$ cat src/rtl/mano_pkg.sv
// Shared definitions for the basic-computer memory datapath blocks.
//   - OP_AND..OP_IO : 3-bit opcode values (IR[14:12])
//   - T0..T7        : sequence-counter values
//   - dec3to8       : 3-to-8 one-hot decoder, also used by the memory and ALU blocks
//   - seq_state_e   : memory-port ownership state (CPU or program loader)
package mano_pkg;

    localparam logic [2:0] OP_AND = 3'd0;
    localparam logic [2:0] OP_ADD = 3'd1;
    localparam logic [2:0] OP_LDA = 3'd2;
    localparam logic [2:0] OP_STA = 3'd3;
    localparam logic [2:0] OP_BUN = 3'd4;
    localparam logic [2:0] OP_BSA = 3'd5;
    localparam logic [2:0] OP_ISZ = 3'd6;
    localparam logic [2:0] OP_IO  = 3'd7;

    localparam logic [2:0] T0 = 3'd0;
    localparam logic [2:0] T1 = 3'd1;
    localparam logic [2:0] T2 = 3'd2;
    localparam logic [2:0] T3 = 3'd3;
    localparam logic [2:0] T4 = 3'd4;
    localparam logic [2:0] T5 = 3'd5;
    localparam logic [2:0] T6 = 3'd6;
    localparam logic [2:0] T7 = 3'd7;

    typedef enum logic {
        CPU    = 1'b0,
        LOADER = 1'b1
    } seq_state_e;

    function automatic logic [7:0] dec3to8(input logic [2:0] sel);
        logic [7:0] res;
        res = 8'h00;
        res[sel] = 1'b1;
        return res;
    endfunction

endpackage

$ cat src/rtl/mano_mem_sequencer_if.sv
// Memory-port bundle between the sequencer, the memory and the program loader.
//   LD_REQ / LD_WE / LD_ADDR : loader request, write strobe and address
//   LD_GNT                   : loader owns the memory port
//   MEM_SEL                  : 0 = CPU drives address/data, 1 = loader drives them
//   MEM_RD / MEM_WR          : memory strobes (never both high)
//   MEM_ADDR                 : loader address while MEM_SEL=1, else 0
//
// Request/grant semantics: the loader raises LD_REQ and holds it for as long
// as it wants the port. LD_GNT rises one cycle after the request is seen at an
// instruction boundary (SC=0) and stays high while LD_REQ stays high. LD_WE is
// only honoured while LD_GNT=1. Dropping LD_REQ releases the port at the next
// clock edge.
interface mano_mem_sequencer_if #(
    parameter int AW = 12
);
    logic          LD_REQ;
    logic          LD_WE;
    logic [AW-1:0] LD_ADDR;
    logic          LD_GNT;
    logic          MEM_SEL;
    logic          MEM_RD;
    logic          MEM_WR;
    logic [AW-1:0] MEM_ADDR;

    // Sequencer side.
    modport master (
        input  LD_REQ, LD_WE, LD_ADDR,
        output LD_GNT, MEM_SEL, MEM_RD, MEM_WR, MEM_ADDR
    );

    // Loader / memory side.
    modport slave (
        output LD_REQ, LD_WE, LD_ADDR,
        input  LD_GNT, MEM_SEL, MEM_RD, MEM_WR, MEM_ADDR
    );
endinterface

$ cat src/rtl/mano_seq_counter.sv
// 3-bit sequence counter with one-hot timing decode.
//   clk, rst_n : clock, asynchronous active-low reset
//   clr        : force SC to 0 at the next edge (has priority over inc)
//   inc        : advance SC by one at the next edge
//   sc         : current count
//   t          : one-hot timing signal T0..T7
module mano_seq_counter
    import mano_pkg::*;
(
    input  logic       clk,
    input  logic       rst_n,
    input  logic       clr,
    input  logic       inc,
    output logic [2:0] sc,
    output logic [7:0] t
);

    always_ff @(posedge clk or negedge rst_n) begin
        if (!rst_n) begin
            sc <= T0;
        end else if (clr) begin
            sc <= T0;
        end else if (inc) begin
            sc <= sc + 3'd1;
        end
    end

    assign t = dec3to8(sc);

endmodule

$ cat src/rtl/mano_mem_sequencer.sv
// Timing and control sequencer for the basic-computer memory datapath.
// Owns the sequence counter, latches opcode/indirect bit at T2, and decodes
// per-cycle memory strobes and register micro-ops for fetch, indirect and
// memory-reference execution. Hands the memory port to a program loader
// only at instruction boundaries.
//   CLK, RST_N   : clock, asynchronous active-low reset
//   RUN          : 1 = fetch at T0, 0 = park at T0 (sampled at T0 only)
//   IR_IN        : instruction register, sampled at T2
//   DR_ZERO      : ISZ skip test, used at T6
//   mem          : memory/loader port bundle (master side)
//   T, D, I_BIT  : one-hot timing, one-hot latched opcode, latched indirect bit
//   AR_LD_PC..DR_INC : datapath micro-op enables
//   SC_CLR       : sequence counter clears at the next edge
//   state_dbg    : current port-ownership state
module mano_mem_sequencer
    import mano_pkg::*;
#(
    parameter int AW = 12,
    parameter int DW = 16
) (
    input  logic                 CLK,
    input  logic                 RST_N,
    input  logic                 RUN,
    input  logic [DW-1:0]        IR_IN,
    input  logic                 DR_ZERO,
    mano_mem_sequencer_if.master mem,
    output logic [7:0]           T,
    output logic [7:0]           D,
    output logic                 I_BIT,
    output logic                 AR_LD_PC,
    output logic                 IR_LD,
    output logic                 PC_INC,
    output logic                 AR_LD_IR,
    output logic                 AR_LD_MEM,
    output logic                 DR_LD,
    output logic                 AC_OP,
    output logic                 AR_INC,
    output logic                 PC_LD,
    output logic                 DR_INC,
    output logic                 SC_CLR,
    output seq_state_e           state_dbg
);

    seq_state_e    state, state_next;
    logic [2:0]    sc;
    logic          sc_inc;
    logic          force_clr;   // silent clear: illegal step or loader hold
    logic          latch_ir;
    logic          mem_rd, mem_wr;
    logic [AW-1:0] loader_addr;
    logic          is_mri_load;

    // Only the opcode and indirect bit matter here; the address field
    // belongs to the AR path.
    logic unused_ir_bits;
    assign unused_ir_bits = ^IR_IN[DW-5:0];

    mano_seq_counter u_sc (
        .clk   (CLK),
        .rst_n (RST_N),
        .clr   (SC_CLR | force_clr),
        .inc   (sc_inc),
        .sc    (sc),
        .t     (T)
    );

    always_ff @(posedge CLK or negedge RST_N) begin
        if (!RST_N) begin
            state <= CPU;
            D     <= 8'h00;
            I_BIT <= 1'b0;
        end else begin
            state <= state_next;
            if (latch_ir) begin
                D     <= dec3to8(IR_IN[DW-2:DW-4]);
                I_BIT <= IR_IN[DW-1];
            end
        end
    end

    assign is_mri_load = D[OP_AND] | D[OP_ADD] | D[OP_LDA];

    always_comb begin
        state_next = state;
        sc_inc     = 1'b0;
        force_clr  = 1'b0;
        latch_ir   = 1'b0;
        mem_rd     = 1'b0;
        mem_wr     = 1'b0;
        AR_LD_PC   = 1'b0;
        IR_LD      = 1'b0;
        PC_INC     = 1'b0;
        AR_LD_IR   = 1'b0;
        AR_LD_MEM  = 1'b0;
        DR_LD      = 1'b0;
        AC_OP      = 1'b0;
        AR_INC     = 1'b0;
        PC_LD      = 1'b0;
        DR_INC     = 1'b0;
        SC_CLR     = 1'b0;

        case (state)
            CPU: begin
                case (sc)
                    T0: begin
                        // Loader request wins over RUN at a boundary.
                        if (mem.LD_REQ) begin
                            state_next = LOADER;
                        end else if (RUN) begin
                            AR_LD_PC = 1'b1;
                            sc_inc   = 1'b1;
                        end
                    end
                    T1: begin
                        mem_rd = 1'b1;
                        IR_LD  = 1'b1;
                        PC_INC = 1'b1;
                        sc_inc = 1'b1;
                    end
                    T2: begin
                        AR_LD_IR = 1'b1;
                        latch_ir = 1'b1;
                        sc_inc   = 1'b1;
                    end
                    T3: begin
                        if (D[OP_IO]) begin
                            SC_CLR = 1'b1;
                        end else begin
                            if (I_BIT) begin
                                mem_rd    = 1'b1;
                                AR_LD_MEM = 1'b1;
                            end
                            sc_inc = 1'b1;
                        end
                    end
                    T4: begin
                        if (is_mri_load || D[OP_ISZ]) begin
                            mem_rd = 1'b1;
                            DR_LD  = 1'b1;
                            sc_inc = 1'b1;
                        end else if (D[OP_STA]) begin
                            mem_wr = 1'b1;
                            SC_CLR = 1'b1;
                        end else if (D[OP_BUN]) begin
                            PC_LD  = 1'b1;
                            SC_CLR = 1'b1;
                        end else if (D[OP_BSA]) begin
                            mem_wr = 1'b1;
                            AR_INC = 1'b1;
                            sc_inc = 1'b1;
                        end else begin
                            force_clr = 1'b1;
                        end
                    end
                    T5: begin
                        if (is_mri_load) begin
                            AC_OP  = 1'b1;
                            SC_CLR = 1'b1;
                        end else if (D[OP_BSA]) begin
                            PC_LD  = 1'b1;
                            SC_CLR = 1'b1;
                        end else if (D[OP_ISZ]) begin
                            DR_INC = 1'b1;
                            sc_inc = 1'b1;
                        end else begin
                            force_clr = 1'b1;
                        end
                    end
                    T6: begin
                        if (D[OP_ISZ]) begin
                            mem_wr = 1'b1;
                            PC_INC = DR_ZERO;
                            SC_CLR = 1'b1;
                        end else begin
                            force_clr = 1'b1;
                        end
                    end
                    default: begin
                        // T7 is never part of a legal sequence.
                        force_clr = 1'b1;
                    end
                endcase
            end
            LOADER: begin
                force_clr = 1'b1;
                mem_wr    = mem.LD_WE;
                if (!mem.LD_REQ) begin
                    state_next = CPU;
                end
            end
        endcase
    end

    assign loader_addr  = mem.LD_ADDR;
    assign mem.LD_GNT   = (state == LOADER);
    assign mem.MEM_SEL  = (state == LOADER);
    assign mem.MEM_RD   = mem_rd;
    assign mem.MEM_WR   = mem_wr;
    assign mem.MEM_ADDR = (state == LOADER) ? loader_addr : '0;
    assign state_dbg    = state;

endmodule

$ cat src/flat_wrapper.sv
// flat-port wrapper written by rule: the top's interface ports become plain ports
module mano_mem_sequencer_flat import mano_pkg::*;
#(
    parameter int AW = 12,
    parameter int DW = 16
)
  (CLK, RST_N, RUN, IR_IN, DR_ZERO, T, D, I_BIT, AR_LD_PC, IR_LD, PC_INC, AR_LD_IR, AR_LD_MEM, DR_LD, AC_OP, AR_INC, PC_LD, DR_INC, SC_CLR, state_dbg, mem_LD_REQ, mem_LD_WE, mem_LD_ADDR, mem_LD_GNT, mem_MEM_SEL, mem_MEM_RD, mem_MEM_WR, mem_MEM_ADDR);
  mano_mem_sequencer_if #(.AW(AW)) mem_i ();
  input  logic CLK;
  input  logic RST_N;
  input  logic RUN;
  input  logic [DW-1:0] IR_IN;
  input  logic DR_ZERO;
  output logic [7:0] T;
  output logic [7:0] D;
  output logic I_BIT;
  output logic AR_LD_PC;
  output logic IR_LD;
  output logic PC_INC;
  output logic AR_LD_IR;
  output logic AR_LD_MEM;
  output logic DR_LD;
  output logic AC_OP;
  output logic AR_INC;
  output logic PC_LD;
  output logic DR_INC;
  output logic SC_CLR;
  output seq_state_e state_dbg;
  input wire logic [$bits(mem_i.LD_REQ)-1:0] mem_LD_REQ;
  input wire logic [$bits(mem_i.LD_WE)-1:0] mem_LD_WE;
  input wire logic [$bits(mem_i.LD_ADDR)-1:0] mem_LD_ADDR;
  output wire logic [$bits(mem_i.LD_GNT)-1:0] mem_LD_GNT;
  output wire logic [$bits(mem_i.MEM_SEL)-1:0] mem_MEM_SEL;
  output wire logic [$bits(mem_i.MEM_RD)-1:0] mem_MEM_RD;
  output wire logic [$bits(mem_i.MEM_WR)-1:0] mem_MEM_WR;
  output wire logic [$bits(mem_i.MEM_ADDR)-1:0] mem_MEM_ADDR;
  assign mem_i.LD_REQ = mem_LD_REQ;
  assign mem_i.LD_WE = mem_LD_WE;
  assign mem_i.LD_ADDR = mem_LD_ADDR;
  assign mem_LD_GNT = mem_i.LD_GNT;
  assign mem_MEM_SEL = mem_i.MEM_SEL;
  assign mem_MEM_RD = mem_i.MEM_RD;
  assign mem_MEM_WR = mem_i.MEM_WR;
  assign mem_MEM_ADDR = mem_i.MEM_ADDR;
  mano_mem_sequencer #(.AW(AW), .DW(DW)) u_core (.CLK(CLK), .RST_N(RST_N), .RUN(RUN), .IR_IN(IR_IN), .DR_ZERO(DR_ZERO), .mem(mem_i), .T(T), .D(D), .I_BIT(I_BIT), .AR_LD_PC(AR_LD_PC), .IR_LD(IR_LD), .PC_INC(PC_INC), .AR_LD_IR(AR_LD_IR), .AR_LD_MEM(AR_LD_MEM), .DR_LD(DR_LD), .AC_OP(AC_OP), .AR_INC(AR_INC), .PC_LD(PC_LD), .DR_INC(DR_INC), .SC_CLR(SC_CLR), .state_dbg(state_dbg));
endmodule
$ cat config.mk
export PLATFORM = sky130hd
export DESIGN_NAME = mano_mem_sequencer_flat
export DESIGN_NICKNAME = d
export VERILOG_FILES = /design/src/rtl/mano_pkg.sv /design/src/rtl/mano_mem_sequencer_if.sv /design/src/rtl/mano_seq_counter.sv /design/src/rtl/mano_mem_sequencer.sv /design/src/flat_wrapper.sv
export SDC_FILE = /design/constraint.sdc
export NUM_CORES = 1
export LEC_CHECK = 0
export BUFFER_PORTS_ARGS = -buffer_cell sky130_fd_sc_hd__buf_2
export CAP_MARGIN = 20
export CORE_MARGIN = 2
export CORE_UTILIZATION = 30
export CTS_CLUSTER_DIAMETER = 200
export DETAILED_ROUTE_END_ITERATION = 12
export REMOVE_ABC_BUFFERS = 1
export SLEW_MARGIN = 10
export SYNTH_ARGS = -nofsm -noshare
export SYNTH_HDL_FRONTEND = slang
export SYNTH_SLANG_ARGS = --single-unit
$ cat constraint.sdc
create_clock -name CLK -period 5 [get_ports CLK]
set_input_delay 0.25 -clock CLK [delete_from_list [all_inputs] [get_ports CLK]]
set_output_delay 0.25 -clock CLK [all_outputs]
set_load 0.01 [all_outputs]
* Yosys cells after proc, flatten, opt, wreduce, memory -nomap -nowiden
Cells that the tools add are included.
** Storage, ports and cells
- Register bits :: 13
- Bits in latches :: 0
- RAM bits :: 0
- Memory bits (read-only) :: 0
- Bits of input ports :: 34
- Output and inout bits :: 45
- Logic and storage cells :: 99
- Memories kept :: 0
** Cells by class
- Add/subtract/negate cells :: 1
- Multipliers :: 0
- Divide/modulo/power cells :: 0
- Magnitude comparators :: 4
- Eq/ne operators :: 6
- Shift operators :: 0
- Muxes and demuxes :: 73
- Bitwise logic cells :: 4
- Reductions and logical operators :: 7
** Operator list (number)
- $mux 1 :: 58
- $mux 12 :: 1
- $pmux 1 s2 :: 6
- $eq 3x3->1 const B :: 3
- $lt 3x4->1 const B :: 2
- $pmux 1 s4 :: 2
- $demux 1 s3 :: 2
- $eq 3x2->1 const B :: 2
- $ge 3x1->1 const B :: 2
- $mux 3 :: 2
- $pmux 1 s5 :: 1
- $reduce_or 4->1 :: 1
- $add 3x1->3 const B :: 1
- $eq 3x1->1 const B :: 1
- $logic_not 3->1 :: 1
- $or 1x1->1 :: 3
- $pmux 1 s3 :: 1
- $logic_and 1x1->1 :: 2
- $reduce_bool 2->1 :: 1
- $reduce_or 2->1 :: 1
- $logic_or 1x1->1 :: 1
- $not 1->1 :: 1

* Depth between registers and ports, before layout
Gate-level depths: netlist (run 1).
- Word-level depth :: 8
- Mapped depth :: 7
- Gate-level depth less buffers :: 6

* Hierarchy
A second synthesis (run 1) with hierarchy kept.
** Second synthesis, totals
- Cell total of the unflattened synthesis :: 132
- Area total of the unflattened synthesis :: 1093.5 um2
** By module, submodules not included
- mano_mem_sequencer :: times used 1, cells an instance 110, area each 877.1 um2, seq. area each 250.2 um2
- mano_seq_counter :: times used 1, cells an instance 22, area each 216.5 um2, seq. area each 75.1 um2

* Least setup slack after synthesis (run 1)
Ideal clock, no wire load.
- Path kind :: register -> register
- Start point :: reg u_core.u_sc.sc[0]
- End point :: reg u_core.u_sc.sc[2]
- Library setup time :: 0.111 ns
- Data arrival time :: 1.844 ns
- Required time :: 4.889 ns
- Slack :: 3.045 ns
- Cell stages (with the launch flop) :: 8
- Buffers on the path :: 1
- Clock period less this slack :: 1.955 ns
- Cells stage by stage :: dfrtp_1 inv_1 ha_1 and2_0 clkbuf_1 a311oi_2 nand3_1 a2111oi_2
** On the way
- Longest elaborated chain between the ends :: 6
- Elaborated cells between the ends (all ways) :: 20
- Those cells by class :: add/sub (1); eq/ne (6); mux (8); bitwise (1); reduce/logical (4)
** Ends and longest elaborated chain
- start, declared :: line mano_seq_counter.sv:14 : output logic [2:0] sc,
- start signal, assigned :: line mano_seq_counter.sv:24 : sc <= sc + 3'd1;
- $eq 3x2->1 (tied with other cells) :: line mano_mem_sequencer.sv:104 : case (sc)
- $reduce_or 4->1 (no source line)
- $pmux 1 s4 :: line mano_mem_sequencer.sv:104
- $pmux 1 s2 :: line mano_mem_sequencer.sv:102 : case (state)
- $or 1x1->1 :: line mano_mem_sequencer.sv:61 : .clr (SC_CLR | force_clr),
- $mux 3 / $reduce_bool 2->1 (equally long branches)
Several ways; a longest one is shown, not always the timed one. The select of a mux whose other input is x is not followed.
A chain may end at the register's enable or synchronous reset.

* Worst setup path after layout (run 1)
- Start point :: reg u_core.u_sc.sc[0]
- End point :: out SC_CLR
** On the way
- Longest elaborated chain between the ends :: 3
- Elaborated cells between the ends (all ways) :: 6
- Those cells by class :: eq/ne (4); mux (2)
** Ends and longest elaborated chain
- $eq 3x3->1 / $eq 3x2->1 (equally long branches) :: line mano_mem_sequencer.sv:104
- $pmux 1 s4 * :: line mano_mem_sequencer.sv:104
- $mux 1 * :: line mano_mem_sequencer.sv:102
- end, declared :: line flat_wrapper.sv:27 : output logic SC_CLR;
Every way passes the cells marked *; elsewhere a longest branch is shown, timed or not.

==> summary.md, run 1 <==
| Metric | Value |
|---|---|
| Worst VDD drop | between 200 and 250 µV |
| Top cells by area, synth | dfrtp_1, and2_1, nand2_1, ha_1, nor2_1 |
| Transition time of the tightest slew-check pin | 724 ps |
| Wire length per cell | roughly 13 µm |
| Clock buffer count from CTS | 3 |
| Buf+Inv Stages, Crit Path | 2 |
| Slew Limit Headroom | 0.517 |
| Final total power | approximately 840 µW |
| Sequential area share after synthesis | 0.288 |
| Initial antenna violation count | 0 |
| Area grow syn2layout | 35.6% |
| Starting DRT DRC Count | 29 |
| Via-to-Cell Ratio | 5.10 |
| Setup Crit Path Kind | register to output port |
| Clock Latency Late Sink | roughly 240 ps |
| Post-synthesis cell count | around 140 |
| Critical-path maximum fanout | 7 |
| Die X | 65.4 µm |
| Period minus WS final | around 2600 ps |
| I/O Pins | 79 |
| Layout fillers | between 300 and 400 |
| Vias in the first global route | 1062 |
| Post-route cell area | ~1500 µm² |
| Crit path max-delay family | simple AND/OR/NAND/NOR gates |
| Slowest CP cell | dfrtp_1 |
| Reg2reg end | u_core.u_sc.sc[2]$_DFFE_PN0P_ |
| DP HPWL | around 2600 µm |
| Pwr Density | roughly 540 nW/µm² |
| Max clock buf depth | 2 |
| Setup slack after layout | ~2400 ps |
| Clk slew on worst S/H paths | 60 ps |
| Post-Route Skew | around 1.2 ps |
| CTS H-tree depth | 1 |
| Area leader, netlist | dfrtp_1 |
| Residual DRC | 0 |
| Rows | 22 |
| Startpoint Class | register |
| Die area | 4280 µm² |
| GRT Total Usage | 0.149 |
| Final antenna-violating net count | 0 |
| Largest stage delay, worst path | 460 ps |
| EDFF count, synth | 0 |
| Netlist cell types | 40 |
| Critical-path cell list | inv_1 > ha_1 > and2_0 > nand3b_1 > a311oi_2 > buf_2 |
| Routability cong. | just under 0.8 |
| Syn avg cell area | ~8.1 µm² |
| Global route overflow | 0 |
| Ys Warns | 0 |
| CTS tree | yes |
| Final Hold Fails | 0 |
| Slack of the worst reg-to-reg path | around 2700 ps |
| Syn Std Cell Area | approximately 1100 µm² |
| Synth top area share | 0.288 |
| Tcrit/Tclk final | 0.511 |
| ANT cells | 0 |
| Share of layout cells above drive strength 1 | 0.393 |
| Required @ worst endpoint | roughly 4800 ps |
| First-pass GRT wire length | around 5000 µm |
| Seq cells post-synth | 13 |
| Min-delay worst type | input pin to register |
| Share of flip-flops with an asynchronous set or reset | 1.00 |
| Pins Over Slew Limit | 0 |
| Area after DPL | 1480 µm² |
| Crit path to | SC_CLR |
| Crit. End Element | output port |
| Post-Place Worst Slack | between 2000 and 3000 ps |
| Area of the multi-input gates | ~740 µm² |
| WP depth | 6 |
| PostCTS Resize Cnt | 0 |
| Final hold slack | 236 ps |
| Status | finished, final reports clean |
| Root buf cell | clkbuf_8 |
| Reg area | around 330 µm² |
| Unrepaired setup endpoints after global routing | no |
| IO Port Bufs | 66 |
| Leakage | between 0.7 and 0.8 nW |
| Die Y | 65.4 µm |
| Final number of setup-violating endpoints | 0 |
| Max Cap Viol | 0 |
| Placeable Area | about 3600 µm² |
| Layout Nets | 241 |
| Crit path launch | u_core.u_sc.sc[0]$_DFFE_PN0P_ |
| Worst r2r path cells | 6 |
| Largest net degree at the start of global routing | 30 |
| DR vias | ~1.3k |
| WP data arrival | around 2300 ps |
| FF-to-FF Start | u_core.u_sc.sc[0]$_DFFE_PN0P_ |
| Ys flop type | dfrtp_1 |
| Final WL | 3250 µm |
| Max Clk Rate | 391 MHz |
| Sink Count | 13 |
| Pre-antenna DRT Iters | 4 |
| Initial Util | 0.311 |
| Setup tns final | 0 ps |
synthesized netlist by cell type, types with 2 or more instances:
cell / number
a211oi_1: 3
a21o_1: 2
a21oi_1: 5
a311oi_2: 2
and2_1: 13
buf_4: 2
clkbuf_1: 6
dfrtp_1: 13
ha_1: 5
inv_1: 6
nand2_1: 17
nand2b_1: 2
nand3_1: 2
nand3b_1: 2
nand4_1: 3
nor2_1: 10
nor2b_1: 4
nor3_1: 7
nor4_1: 5
o21ai_0: 4
o31ai_1: 3
o41ai_1: 3
or3_1: 3
layer usage:
metal | track usage | part of all wire | wire, µm | vias up
li1 | - | - | - | 633
met1 | 0.197 | 0.45 | 1460 | 559
met2 | 0.237 | 0.42 | 1370 | 73
met3 | 0.0274 | 0.11 | 362 | 6
met4 | 0.0651 | 0.017 | 56 | 0
met5 | 0 | 0 | 0 | -
worst min-delay path by stage:
stage | start | to | cells after the start
after floorplan | RST_N | u_core.D[0]$_DFFE_PN0P_ | 0
after global placement | RST_N | u_core.D[1]$_DFFE_PN0P_ | 1
after detailed placement | RST_N | u_core.D[1]$_DFFE_PN0P_ | 1
after CTS | IR_IN[15] | u_core.I_BIT$_DFFE_PN0P_ | 2
after global routing | IR_IN[15] | u_core.I_BIT$_DFFE_PN0P_ | 2
final | IR_IN[15] | u_core.I_BIT$_DFFE_PN0P_ | 2
cell usage in the layout (no fill, tap or decap), drive strengths merged, types with 2 or more instances in the layout:
cell    synthesis  final
nand2          17     17
buf             3     66
nand3           2      2
a211oi          3      3
clkbuf          6      4
o41ai           3      3
inv             6      6
and2           14     14
nand4           3      3
nor2b           4      4
nor2           10     10
a21o            2      2
o31ai           3      3
nand3b          2      2
o21ai           4      4
nor3            7      7
dfrtp          13     13
ha              5      5
a311oi          2      2
a21oi           5      5
nand2b          2      2
nor4            6      6
or3             5      5
cells by family (layout without fill, tap and decap cells):
family,Yosys count,after routing,synth area share
simple gates,75,75,0.373
compound gates,30,30,0.217
buf+inv,15,77,0.0575
flops,13,13,0.288
fa+ha+maj,5,5,0.0553
mux,1,1,0.00996
timing repair:
item | in CTS | in global routing
hold buffers | 1 | 0
hold endpoints to repair | 13 | 0
buffers inserted | 0 | 0
stage by stage:
stage | instances | util
4_1_cts | 249 | 0.422
3_5_place_dp | 244 | 0.407
6_report | 249 | 0.422
5_1_grt | 249 | 0.422
2_1_floorplan | 130 | -
3_3_place_gp | 244 | 0.407
report_power, final:
| group | total [mW] | switching (mW) | internal [mW] |
|---|---|---|---|
| logic | 0.496 | 0.275 | 0.221 |
| clock network | 0.0960 | 0.0397 | 0.0563 |
| registers | 0.244 | 0.0940 | 0.150 |
area by class of cell:
cell class,count,share of cell area
flip-flops and latches,13,0.212
clock buffers,4,0.0294
repair buffers,67,0.222
inverters,6,0.0147
well taps,48,0.0392
multi-input cells,111,0.483
state kept, by name, summed over array words and instances, names as in the netlist:
| register | count |
|---|---|
| u_core.D | 8 |
| u_core.mem.LD_GNT | 1 |
| u_core.I_BIT | 1 |
| u_core.u_sc.sc | 3 |
Power figures use the tool's default switching activity.
==> run 2: changes to the inputs <==
==> constraint.sdc (replaced) <==
create_clock -name CLK -period 2.3 [get_ports CLK]
set_input_delay 0.115 -clock CLK [delete_from_list [all_inputs] [get_ports CLK]]
set_output_delay 0.115 -clock CLK [all_outputs]
set_load 0.01 [all_outputs]
==> run 2 against run 1 <==
Worst hold slack got worse by 130 ps; via count up 0.39%; setup slack worse by 2300 ps; critical path type unchanged; wire length rose by 3.7%; non-clock buffer count increased by 8; design area rose by 5.0%; die area is the same; highest routed layer unchanged; register-to-register slack worse by 2400 ps.
==> summary.md, run 2 (same netlist as run 1, synthesis figures left out) <==
| Metric | Value |
|---|---|
| Non-Filler Instances | between 200 and 300 |
| Most frequent cells in the layout | buf_2, nand2_1, and2_1 |
| Clk pwr share | 0.107 |
| Layout Nets | ~250 |
| Final Hold Fails | 0 |
| Critical-path maximum fanout | 8 |
| DR vias | 1276 |
| Met3 usage | 0.0308 |
| Final antenna-violating net count | 0 |
| Setup Crit Path Kind | register to output port |
| Die area | ~4300 µm² |
| Via-to-Cell Ratio | about 5 |
| DP HPWL | about 2700 µm |
| Int Pwr | 1.01 mW |
| Starting DRT DRC Count | 35 |
| Initial Util | 0.311 |
| Root buf cell | clkbuf_8 |
| Final hold slack | between 100 and 150 ps |
| Sink Count | 13 |
| IO Port Bufs | 66 |
| ANT cells | 0 |
| Die Y | ~65 µm |
| Met2 usage | 0.251 |
| Most common cell after layout, fill and taps aside | buf_2 |
| Switching share of power | 0.478 |
| NetSw | approximately 920 µW |
| FF-to-FF Start | u_core.u_sc.sc[0]$_DFFE_PN0P_ |
| Pre-antenna DRT Iters | 5 |
| Slowest CP cell | a311oi_4 |
| Leakage | just over 0.8 nW |
| CTS tree | yes |
| Largest net degree at the start of global routing | 29 |
| GRT Total Usage | 0.157 |
| Comb power frac | 0.652 |
| Vias in the first global route | between 1k and 1.5k |
| Clock buffer count from CTS | 3 |
| Rows | 22 |
| Crit. End Element | output port |
| Wire length per cell | approximately 13 µm |
| Slack of the worst reg-to-reg path | about 250 ps |
| Hold Path Depth | 2 |
| Initial antenna violation count | 0 |
| Pwr Density | between 1000 and 1500 nW/µm² |
| Clock Latency Late Sink | about 240 ps |
| WP depth | 6 |
| Tcrit/Tclk final | 0.939 |
| Largest stage delay, worst path | 440 ps |
| Max Clk Rate | approximately 460 MHz |
| Global route overflow | 0 |
| Worst-case hold path end point | u_core.I_BIT$_DFFE_PN0P_ |
| Max clock buf depth | 2 |
| Min-delay worst type | input pin to register |
| Biggest register | u_core.D |
| Pins Over Slew Limit | 0 |
| Slew Limit Headroom | 0.620 |
| Buf+Inv Stages, Crit Path | 2 |
| Setup slack after layout | 140 ps |
| CTS H-tree depth | 1 |
| Top flop regs | u_core.D (8), u_core.u_sc.sc (3) |
| Required @ worst endpoint | between 2000 and 2500 ps |
| Placeable Area | between 3000 and 4000 µm² |
| Reg2reg end | u_core.u_sc.sc[2]$_DFFE_PN0P_ |
| Routability cong. | 0.875 |
| Max Cap Viol | 0 |
| Die X | roughly 65 µm |
| Residual DRC | 0 |
| Period minus WS final | ~2200 ps |
| Sequential Power Share | 0.241 |
| Crit path max-delay family | compound AO/OA/AOI/OAI gates |
| Final WL | about 3400 µm |
| Fin util | 0.443 |
| I/O Pins | 79 |
| Area grow syn2layout | 42.4% |
| Number of flip-flops in the largest register | 8 |
| Area after DPL | around 1500 µm² |
| Transition time of the tightest slew-check pin | about 560 ps |
| Clk slew on worst S/H paths | 60 ps |
| Final number of setup-violating endpoints | 0 |
| Worst VDD drop | 455 µV |
| Post-Route Skew | 3.96 ps |
| Startpoint Class | register |
| GR peak layer | met2 |
| Grt met1 use | 0.210 |
| Placed instance count | roughly 250 |
| Share of layout cells above drive strength 1 | 0.426 |
| WP data arrival | just over 2000 ps |
| First-pass GRT wire length | 5290 µm |
| Post-Place Worst Slack | between 200 and 250 ps |
| Critical-path cell list | inv_1 > ha_2 > nand3_1 > a21boi_0 > a311oi_4 > buf_2 |
| Status | finished, final reports clean |
| Worst r2r path cells | 6 |
| Post-route cell area | 1610 µm² |
| Hold path start | IR_IN[15] |
## run 2: repair_timing
| item | 4_1_cts | 5_1_grt |
|---|---|---|
| hold buffers | 1 | 0 |
| gates resized for setup | 0 | 4 |
| setup buffers | 0 | 0 |
| endpoints found under the hold margin | 13 | 0 |
| setup endpoints to repair | 0 | 1 |
## run 2: per-layer routing
metal  share of wire  vias up
li1                -      643
met1            0.45      563
met2            0.44       65
met3           0.096        5
met4           0.012        0
met5               0        -
## run 2: worst max path at each step
stage | startpoint | end | slack (ps)
6_report | u_core.u_sc.sc[0]$_DFFE_PN0P_ | SC_CLR | 140
5_1_grt | u_core.D[6]$_DFFE_PN0P_ | SC_CLR | -20
4_1_cts | u_core.u_sc.sc[0]$_DFFE_PN0P_ | SC_CLR | 40
3_5_place_dp | u_core.u_sc.sc[0]$_DFFE_PN0P_ | u_core.u_sc.sc[2]$_DFFE_PN0P_ | 240
3_3_place_gp | u_core.u_sc.sc[0]$_DFFE_PN0P_ | u_core.u_sc.sc[2]$_DFFE_PN0P_ | 280
2_1_floorplan | u_core.u_sc.sc[0]$_DFFE_PN0P_ | u_core.u_sc.sc[2]$_DFFE_PN0P_ | 390
## run 2: worst register-to-register path, delay by kind of cell, from the launching register on
family,cells,cell delay [ps]
simple gates,2,560
compound gates,2,590
flops,1,380
fa+ha+maj,1,260
buf+inv,1,160
## run 2: metrics by stage
step                power, mW  setup TNS, ps
finish                   1.93              0
global route             2.11          -15.8
CTS                      1.93              0
detailed placement       1.71              0
global placement         1.70              0
floorplan                1.23              0
## run 2: final cells by class
class | instances | area, µm²
Inverter | 6 | 22.5
Fill cell | 377 | 2020
Multi-Input combinational cell | 111 | 757
Clock buffer | 4 | 45.0
Sequential cell | 13 | 325
Timing Repair Buffer | 75 | 400
Tap cell | 48 | 60.1
## run 2: power by group through the flow
stage                     combinational [mW]  clock (mW)  sequential [mW]
after floorplan                        0.701           0            0.529
after global placement                  1.24           0            0.466
after detailed placement                1.24           0            0.465
after CTS                               1.25       0.214            0.465
after global routing                    1.40       0.226            0.486
final                                   1.26       0.207            0.466
